--- src/rtl/pc_pkg.sv ---
// Shared constants and the address type for the program counter.
package pc_pkg;

  localparam int PC_WIDTH = 8;

  typedef logic [PC_WIDTH-1:0] pc_addr_t;

  localparam pc_addr_t PC_RESET_VALUE = '0;

endpackage : pc_pkg

--- src/rtl/program_counter.sv ---
// Program counter for the 8-bit datapath: parallel load, increment and hold.
// Define PC_WRAP_FLAG_EN to add a registered one-cycle wrap flag on FF->00 increments.
module program_counter
  import pc_pkg::*;
#(
  parameter int               WIDTH       = PC_WIDTH,
  parameter logic [WIDTH-1:0] RESET_VALUE = WIDTH'(PC_RESET_VALUE)
) (
  input  logic             clk,
  input  logic             reset,
  input  logic             ld,
  input  logic             pc_enable,
  input  logic [WIDTH-1:0] inp,
  output logic [WIDTH-1:0] out
`ifdef PC_WRAP_FLAG_EN
  ,
  output logic             wrap
`endif
);

  logic [WIDTH-1:0] pc_d, pc_q;

  // Load has priority over increment; neither means hold.
  always_comb begin
    // NOTE: default assigned first so every path drives pc_d and no latch is inferred.
    pc_d = pc_q;
    if (ld) begin
      pc_d = inp;
    end else if (pc_enable) begin
      pc_d = pc_q + WIDTH'(1);
    end
  end

  always_ff @(posedge clk or negedge reset) begin
    // NOTE: non-blocking assignment for registered state avoids simulation races.
    if (!reset) begin
      pc_q <= RESET_VALUE;
    end else begin
      pc_q <= pc_d;
    end
  end

  assign out = pc_q;

`ifdef PC_WRAP_FLAG_EN
  logic wrap_d, wrap_q;

  // Only a true increment out of all-ones counts; a load of zero does not.
  assign wrap_d = !ld && pc_enable && (pc_q == '1);

  always_ff @(posedge clk or negedge reset) begin
    if (!reset) begin
      wrap_q <= 1'b0;
    end else begin
      wrap_q <= wrap_d;
    end
  end

  assign wrap = wrap_q;
`endif

endmodule : program_counter

--- config.mk ---
export PLATFORM = sky130hd
export DESIGN_NAME = program_counter
export DESIGN_NICKNAME = d
export VERILOG_FILES = /design/src/rtl/pc_pkg.sv /design/src/rtl/program_counter.sv
export SDC_FILE = /design/constraint.sdc
export NUM_CORES = 1
export LEC_CHECK = 0
export CAP_MARGIN = 20
export CORE_AREA = 3 3 40 42
export CTS_BUF_LIST = sky130_fd_sc_hd__clkbuf_8
export CTS_CLUSTER_DIAMETER = 50
export DETAILED_ROUTE_END_ITERATION = 12
export DIE_AREA = 0 0 43 45
export PLACE_DENSITY = 0.72
export REMOVE_ABC_BUFFERS = 1
export SLEW_MARGIN = 20
export SYNTH_ARGS = -nofsm -noshare
export SYNTH_HDL_FRONTEND = slang
export SYNTH_SLANG_ARGS = --single-unit
--- constraint.sdc ---
create_clock -name clk -period 1.47 [get_ports clk]
set_input_delay 0.3675 -clock clk [delete_from_list [all_inputs] [get_ports clk]]
set_output_delay 0.3675 -clock clk [all_outputs]
set_load 0.02 [all_outputs]
==> flow_summary.toml <==
[status]
status = "finished clean"

[worst_setup_path]
cpPeakStageDelay_ps = 410
path_max_fanout = 4
worstRegToRegCells = 4
setup.worst_path.class = "flip-flop to output port"
cp_data_required_time_ps = 1100
worstPathCellList = "dlygate4sd2_1"
worstSetupEndpointType = "output port"
reg2reg_from = "out[1]"
r2r_slack_ps = 160
cp-start-kind = "flip-flop"
cp.arrival_ps = 970
crit-reg2reg-capture = "out[6]"
path_buf_inv = 1
critPathTopFamily = "flip-flops"
crit_slowest_cell = "dfrtp_1"

[synthesis]
yosysWarnings = 0
synthTopCellsByCount = "10 x nand2_1, 8 x dfrtp_1, 6 x o21ai_0"
synth_flop_cell = "dfrtp_1"
syn_inst = 49
syn_area_um2 = 450
synth_seq_area_share = 0.444
synth_seq_cells = 8
synth_top_area_cell = "dfrtp_1"
syn_area_per_cell_um2 = 9.19
async_flop_share = 1.00
synth_cell_types = 15
synthDominantCellAreaShare = 0.444
synth_most_common_cell = "nand2_1"
synth.area.top_cells = "dfrtp_1 44%, nand2_1 8.3%, o21ai_0 6.7%"
synth_edf_count = 0

[worst_hold_path]
min_path_type = "primary input to asynchronous set/reset pin"

[drt]
ant_nets = 0
drtIter0Drc = 1
wl_met3_um = 62
firstDrtPassIters = 2
wl_per_cell_um = 12.6
vias = 470
wl_met1_um = 526
viasPerCell = 5.05
highest_layer = "met4"
routed_wl_um = 1180
met2_wirelength_um = 547
drc = 0

[cells_and_area]
final_layout_size_suffix_gt1_frac = 0.179
finish.instance_area_um2 = 749
largest_register_ffs = 8
area_delta_synth_final_pct = 66.4
diodes = 0
final_nets = 93

[power_and_ir_drop]
clockPowerShare = 0.362
power_frac_seq = 0.358
p_leak_nw = 0.338
intPower_w = 0.000528
peakVddDrop_mv = 0.683
p_per_area_nw_per_um2 = 991
switching_share = 0.289
combPwrFrac = 0.280
p_sw_w = 0.000214

[global_routing]
grt_pass1_vias = 484
grt_pass1_wl_um = 2010
grt.overflow.total = 0
antenna_found_initial = 0
track_usage = 0.150
grt_max_degree = 10

[floorplan]
initial_core_util = 0.351
dieArea_um2 = 1940
die_x_um = 43
rows = 13
core_area_um2 = 1280
die_h_um = 45
io_pins = 20

[clocking]
cts_buffers = 3
cts_hold_buffers = 0
clockRootBuffer = "clkbuf_8"
cts_max_level = 1
cts.clk_slew.worst_paths_ps = 40
insertion_delay_ps = 230
cts_tree = "built"
cts_max_path_buffers = 2
cts_sinks = 8

[placed_design]
gp_congestion = 0.699
dpl.hpwl_um = 875
place_area_um2 = 719
io_buffer_count = 19

[timing]
slew_headroom = 0.731
fin_crit_ps = 1340
clock.fmax_ghz = 0.746
fin_skew_ps = 2.29
tightest_slew_ps = 403
drv_slew = 0
fin_hold_ws_ps = 434
setup_viol = 0
fin_crit_sh = 0.912
hold_viol = 0
rsz0062_at_grt = "false"

[job]
drv_cap = 0
[through the flow]
| stage | TNS (ps) | util | worst slack (ps) | std cells | power (W) |
|---|---|---|---|---|---|
| after floorplan | 0 | - | 33.0 | 46 | 0.000357 |
| after detailed placement | -998 | 0.560 | -272 | 90 | 0.000498 |
| after global placement | -813 | 0.560 | -238 | 90 | 0.000493 |
| after CTS | 0 | 0.583 | 116 | 93 | 0.000752 |
| final | 0 | 0.583 | 129 | 93 | 0.000743 |
| after global routing | 0 | 0.583 | 40.8 | 93 | 0.000787 |
[worst max path at each step]
stage | start | end | cells after the start | slack, ps
2_1_floorplan | out[0] | out[6] | 4 | 30
3_3_place_gp | pc_enable | out[7] | 4 | -240
3_5_place_dp | pc_enable | out[7] | 4 | -270
4_1_cts | out[0] | out[0] | 1 | 120
5_1_grt | out[0] | out[6] | 4 | 40
6_report | out[1] | out[1] | 1 | 130
[cells in the final DEF, fill, tap and decap left out, drive strengths merged]
master	n
or4	3
mux2i	1
clkbuf	3
xor2	3
o21ai	8
nand2	10
xnor2	1
clkdlybuf4s50	10
nand4	3
buf	10
ha	1
nor2b	3
dlygate4sd2	9
nand3	5
dfrtp	8
[layout make-up]
class                      count  area, µm²
fill                         128        536
timing repair buffer          29        254
multi-input combinational     38        235
sequential                     8        200
clock buffer                   3       41.3
tap                           15       18.8
[cell families after synthesis]
group | Yosys count | synth area share
simple gates | 24 | 0.306
compound gates | 8 | 0.0889
fa+ha+maj | 1 | 0.0278
xor+xnor | 4 | 0.0778
buf+inv | 3 | 0.0333
flops | 8 | 0.444
mux | 1 | 0.0222
[routing by layer]
layer  global-route usage  up-vias
met5                    0        -
met1                0.181      221
met4                0.127        0
li1                     -      229
met2                0.234       16
met3               0.0239        4
[power by group through the flow]
| stage | Combinational [W] | Sequential, W | Clock, W |
|---|---|---|---|
| floorplan | 0.0000477 | 0.000309 | 0 |
| global placement | 0.000224 | 0.000269 | 0 |
| detailed placement | 0.000227 | 0.000271 | 0 |
| CTS | 0.000211 | 0.000267 | 0.000275 |
| global route | 0.000227 | 0.000270 | 0.000289 |
| finish | 0.000208 | 0.000266 | 0.000269 |
[what timing repair did]
item                                    in CTS  in global routing
buffers inserted                             0                  0
gates resized for setup                      9                  0
endpoints found under the setup margin      11                  0
No activity file was read; power rests on OpenSTA's default activity.
